==> src/rtl/tanh_pkg.sv <==
// Shared fixed-point constants and types for the Tanh forward/backward blocks.
// Activations are signed Q1.12; gradients carry 12 fractional bits.
package tanh_pkg;

  localparam int unsigned FRAC_BITS    = 12;
  localparam int unsigned ONE_Q        = 4096;
  localparam int unsigned TANH_Y_WIDTH = 13;
  localparam int unsigned GRAD_WIDTH   = 16;

  typedef logic signed [TANH_Y_WIDTH-1:0] act_q1_12_t;
  typedef logic signed [GRAD_WIDTH-1:0]   grad_t;

endpackage

==> src/rtl/tanh_backward.sv <==
// Tanh backward pass: grad_in = (grad_out * (1 - y^2)) >>> 12, in a 3-stage pipeline
// with a single global stall driven by the output handshake.
module tanh_backward
  import tanh_pkg::*;
#(
  parameter int unsigned Y_WIDTH = TANH_Y_WIDTH,
  parameter int unsigned G_WIDTH = GRAD_WIDTH
) (
  input  logic                      clk,
  input  logic                      rst_n,
  input  logic                      in_valid,
  output logic                      in_ready,
  input  logic                      en,
  input  logic signed [Y_WIDTH-1:0] y,
  input  logic signed [G_WIDTH-1:0] grad_out,
  output logic                      out_valid,
  input  logic                      out_ready,
  output logic signed [G_WIDTH-1:0] grad_in
);

  localparam int unsigned SqW = 2 * Y_WIDTH;
  localparam int unsigned DW  = 13;
  localparam int unsigned PW  = G_WIDTH + DW;

  logic                      advance;
  logic                      v1_q, v2_q, v3_q;
  logic                      en1_q, en2_q;
  logic signed [SqW-1:0]     sq_d, sq_q;
  logic signed [G_WIDTH-1:0] g1_q;
  logic        [DW-1:0]      d_d, d_q;
  logic signed [PW-1:0]      prod_d, prod_q;
  logic signed [G_WIDTH-1:0] grad_in_d, grad_in_q;

  assign advance   = !v3_q || out_ready;
  assign in_ready  = advance;
  assign out_valid = v3_q;
  assign grad_in   = grad_in_q;

  always_comb begin
    sq_d   = y * y;
    // y*y is never negative, so the shifted square is at most ONE_Q and d stays in 0..4096
    d_d    = DW'(ONE_Q - (sq_q >>> FRAC_BITS));
    // d is unsigned: zero-extend before the signed multiply
    prod_d = PW'(g1_q) * PW'($signed({1'b0, d_d}));
    // |grad_in| <= |grad_out| because d <= 1.0, so truncation never overflows
    grad_in_d = en2_q ? G_WIDTH'(prod_q >>> FRAC_BITS) : '0;
  end

  always_ff @(posedge clk or negedge rst_n) begin
    if (!rst_n) begin
      v1_q      <= 1'b0;
      v2_q      <= 1'b0;
      v3_q      <= 1'b0;
      grad_in_q <= '0;
    end else if (advance) begin
      v1_q      <= in_valid;
      v2_q      <= v1_q;
      v3_q      <= v2_q;
      grad_in_q <= grad_in_d;
    end
  end

  // Data registers need no reset; their valid bits qualify them.
  always_ff @(posedge clk) begin
    if (advance) begin
      sq_q   <= sq_d;
      g1_q   <= grad_out;
      en1_q  <= en;
      d_q    <= d_d;
      prod_q <= prod_d;
      en2_q  <= en1_q;
    end
  end

  // d_q is kept as a stage register alongside the product for observability.
  logic unused_d;
  assign unused_d = ^d_q;

endmodule

==> config.mk <==
export PLATFORM = sky130hd
export DESIGN_NAME = tanh_backward
export DESIGN_NICKNAME = d
export VERILOG_FILES = /design/src/rtl/tanh_pkg.sv /design/src/rtl/tanh_backward.sv
export SDC_FILE = /design/constraint.sdc
export NUM_CORES = 1
export LEC_CHECK = 0
export CELL_PAD_IN_SITES_DETAIL_PLACEMENT = 1
export CELL_PAD_IN_SITES_GLOBAL_PLACEMENT = 1
export CORE_UTILIZATION = 56
export CTS_BUF_LIST = sky130_fd_sc_hd__clkbuf_2
export DETAILED_ROUTE_END_ITERATION = 8
export GPL_TIMING_DRIVEN = 0
export PLACE_DENSITY = 0.95
export SLEW_MARGIN = 5
export SYNTH_ARGS = -nofsm -noshare
export SYNTH_HDL_FRONTEND = slang
export SYNTH_SLANG_ARGS = --single-unit
==> constraint.sdc <==
create_clock -name clk -period 11.39 [get_ports clk]
set_input_delay 2.8475 -clock clk [delete_from_list [all_inputs] [get_ports clk]]
set_output_delay 2.8475 -clock clk [all_outputs]
set_load 0.05 [all_outputs]
Yosys cells after proc, flatten, opt, wreduce, memory -nomap -nowiden. Cells that the tools add are included.

Output and inout bits: 18. Logic and storage cells: 15. Input port bits: 34. Register bits: 90.

Multiply operators: 2. Reductions and logical operators: 2. Multiplexer cells: 1. $add $sub $neg: 1.

Operators by type and width (number): 16-bit by 14-bit multiplier with 28-bit output (1); 13-bit by 13-bit multiplier with 25-bit output (1); 16-bit two-way mux (1); 13-bit subtractor (first input constant) (1); 1-bit logical NOT (1); 1-bit logical OR (1).

Depth between registers and ports, before layout.
Word-level depth: 2. Gate-level depth with buffers: 28. Mapped depth without buffers: 25.

Worst setup path before layout. No wires, ideal clock.

Kind: input port to flip-flop. Start point: in y[12]. End point: reg sq_q[24], data pin. Stages: 18. Library setup time: 0.260 ns. Setup slack: 3.352 ns. Path buffers: 1. Arrival: 7.778 ns. Cell sequence: clkbuf_1 -> and2_1 -> fa_1 -> fa_1 -> inv_1 -> fa_1 -> fa_1 -> inv_1 -> fa_1 -> ha_1 -> ha_1 -> a21o_1 -> a21o_1 -> a21o_1 -> a22oi_1 -> nand3_1 -> a31oi_1 -> xnor2_1.

Cells in the longest elaborated chain, start to end: 1.

RTL lines: from (decl) (line tanh_backward.sv:14) `input logic signed [Y_WIDTH-1:0] y,`; 13-bit by 13-bit multiplier with 25-bit output (line tanh_backward.sv:40) `sq_d = y * y;`; net sq_d[24] (line tanh_backward.sv:28) `logic signed [SqW-1:0] sq_d, sq_q;`; to (signal assigned) (line tanh_backward.sv:66) `sq_q <= sq_d;`; to (decl) (line tanh_backward.sv:28).

The timed path passes the listed nets, and every way through them passes these cells. A chain may end at the register's enable or synchronous reset.

Worst setup path in the final report.
Start point: reg sq_q[12]. End point: reg prod_q[27], data pin.

Cells in the longest elaborated chain, start to end: 2.

RTL lines: 13-bit subtractor (line tanh_backward.sv:42) `d_d = DW'(ONE_Q - (sq_q >>> FRAC_BITS));`; 16-bit by 14-bit multiplier with 28-bit output (line tanh_backward.sv:44) `prod_d = PW'(g1_q) * PW'($signed({1'b0, d_d}));`; net prod_d[27] (line tanh_backward.sv:31) `logic signed [PW-1:0] prod_d, prod_q;`; to (signal assigned) (line tanh_backward.sv:70) `prod_q <= prod_d;`; to (decl) (line tanh_backward.sv:31).

The timed path passes the listed nets, and every way through them passes these cells.

==> impl_results.md <==
* Synth Register Bits at 66
* Post-Syn Area at 14820 um2
* Cells after synthesis at 1495
* Final setup skew at ~0.055 ns
* Fillers at 2893
* Clk buf depth at 2
* Yosys top cell area share at 0.4445
* Area Overhead vs Synth at 7.101%
* Post-synth cell types at 48
* Main synth FF type: edfxtp_1
* Multi-input gate area at roughly 11000 um2
* Final hold violation count at 0
* Ports at 52
* Routed vias/inst at approximately 5.9
* Critical path's largest stage delay at 0.79 ns
* DP Worst Slack at 1.650 ns
* Most used cell, CP: fa_1
* DP Area at 15750 um2
* Routed Antenna Nets at 0
* GR Overflow Total at 0
* Cell taking the most area after synthesis: fa_1
* Port Buffer Count at 51
* Max-cap violations at 0
* Post-CTS setup repair buffer count at 0
* Final period util at 0.8400
* Mean Syn Cell Area at 9.912 um2
* Post-route cell area at about 16000 um2
* Layout cells sized above 1 at 0.01601
* Reg area at 1887 um2
* Nets at 2054
* Worst-path clk slew at 0.26 ns
* Core ar. at 25980 um2
* RSZ-0062 raised after global routing: no
* Largest net degree at the start of global routing at 58
* Routed length per instance at 25.27 um
* Initial antenna violation count at 1
* Worst Slack Setup Final at approximately 1.8 ns
* Die span in x at 164.7 um
* Crit path max fanout at 10
* Critical path arrival at 9.95 ns
* Rel. slew slack at 0.1950
* DRT Pass-1 Iters at 5
* CTS Root Cell: clkbuf_2
* Vias at 11279
* Routability cong. at between 0.9 and 1
* Rows at a little under 60
* Die area at 27110 um2
* CTS tree: built
* Total track usage at 0.3784
* Placed cell count at 1881
* Clock sink total at 66
* Setup TNS at 0 ns
* Worst Path Required at 11.78 ns
* Syn_nets at 1992
* Setup CP Type: register to register
* FFs w/ async S/R, synth at 0.2879
* Number of DRC markers in iteration 0 at 858
* Most frequent cell after synthesis: inv_1
* Slew Limit Fails at 0
* Top cells by count, synth: 364 x inv_1, 329 x fa_1, 193 x nand2_1
* H-tree depth at 3
* Status: completed
* Max Freq at 104.5 MHz
* First-pass GRT wire length at 74440 um
* Final WL at 47960 um
* CTS buffer count at 9
* Sequential element share of the synthesized area at 0.1273
* Final setup vio count at 0
* Vias in the first global route at 13554
* Final std cells w/o fill at 1898
* Clk_lat worst skew at roughly 0.64 ns
* Worst Hold Class: register to register
* Yosys Warn Count at 0
* Startpoint types: register
* Post_cts resized at 0
* Post-route DRC at 0
* Final worst path period need at 9.567 ns
* Top cells by area, synth: fa_1 44%, ha_1 11%, edfxtp_1 9.5%
* Hold-fix buffers, CTS at 0
* CP max-delay cell: xnor2_1
* Worst slew pin tran at ~1.2 ns
* Initial core utilization at 0.5703
* Chip height at 164.7 um
* Post-DP HPWL at 38460 um
* Number of synthesized flops with an enable pin at 47
* Crit path capture type: register
## area by class of cell
class,count,share of cell area
repair buffers,51,0.03217
plain buffers,51,0.01285
flip-flops and latches,66,0.1189
multi-input cells,1014,0.7161
clock inverters,6,0.004178
well taps,335,0.02641
clock buffers,10,0.003154
diodes,1,0.0001577
inverters,364,0.08609
## metrics by stage
| stage | hold slack [ns] | utilization |
|---|---|---|
| 5_1_grt | 0.5241 | 0.6107 |
| 4_1_cts | 0.5055 | 0.6107 |
| 3_5_place_dp | 0.4601 | 0.6062 |
| 2_1_floorplan | 0.4003 | - |
| 6_report | 0.4962 | 0.6107 |
| 3_3_place_gp | 0.4008 | 0.6060 |
## cell families after synthesis
family / share of synthesized area
and+or+nand+nor: 0.1408
buffers and inverters: 0.1057
adders and majority gates: 0.5576
muxes: 0.0007599
DFF: 0.1273
xor gates and xnor gates: 0.03513
AOI/OAI and AO/OA: 0.03259
## final timing paths
kind / to / cells past startpoint / start / slack (ns)
max in group asynchronous: grad_in[14] / 1 / rst_n / 8.08
min: en2_q / 0 / en1_q / 0.50
min reg2reg: en2_q / 0 / en1_q / 0.50
max: prod_q[27] / 26 / sq_q[12] / 1.82
min in group asynchronous: grad_in[1] / 1 / rst_n / 2.68
max reg2reg: prod_q[27] / 26 / sq_q[12] / 1.82
## cells in the final DEF, fill, tap and decap left out, types with 10 or more instances in the layout
cell / synthesis / routed
and2_1: 124 / 124
ha_1: 134 / 134
nand2_1: 193 / 193
dfrtp_1: 19 / 19
nand3_1: 23 / 23
xnor2_1: 39 / 39
clkbuf_2: 0 / 10
clkdlybuf4s50_1: 0 / 51
clkbuf_1: 47 / 46
a21o_1: 11 / 11
nor3_1: 13 / 13
xor2_1: 16 / 16
fa_1: 329 / 329
nor2_1: 22 / 22
nor2b_1: 19 / 19
edfxtp_1: 47 / 47
a21oi_1: 18 / 18
inv_1: 364 / 364
## state kept, by name (all words and copies together), names as in the netlist, 13 cells and up
| name | cells |
|---|---|
| grad_in | 16 |
| prod_q | 16 |
| g1_q | 16 |
| sq_q | 13 |
## worst max-delay path, delay by kind of cell, from the launching register on
kind / cells / cell delay, ns
buf+inv: 7 / 1.75
compound gates: 3 / 1.13
simple gates: 6 / 1.24
flops: 1 / 0.39
xor+xnor: 2 / 1.04
fa+ha+maj: 8 / 3.73
## per-layer routing
layer | part of all wire | GRT usage
met2 | 0.52 | 0.6684
met4 | 0.072 | 0.2490
met3 | 0.061 | 0.05751
met5 | 0 | 0
met1 | 0.35 | 0.4241
Power is not shown: default switching activity piles up to over one toggle a cycle in this logic, so the estimate is an artifact.
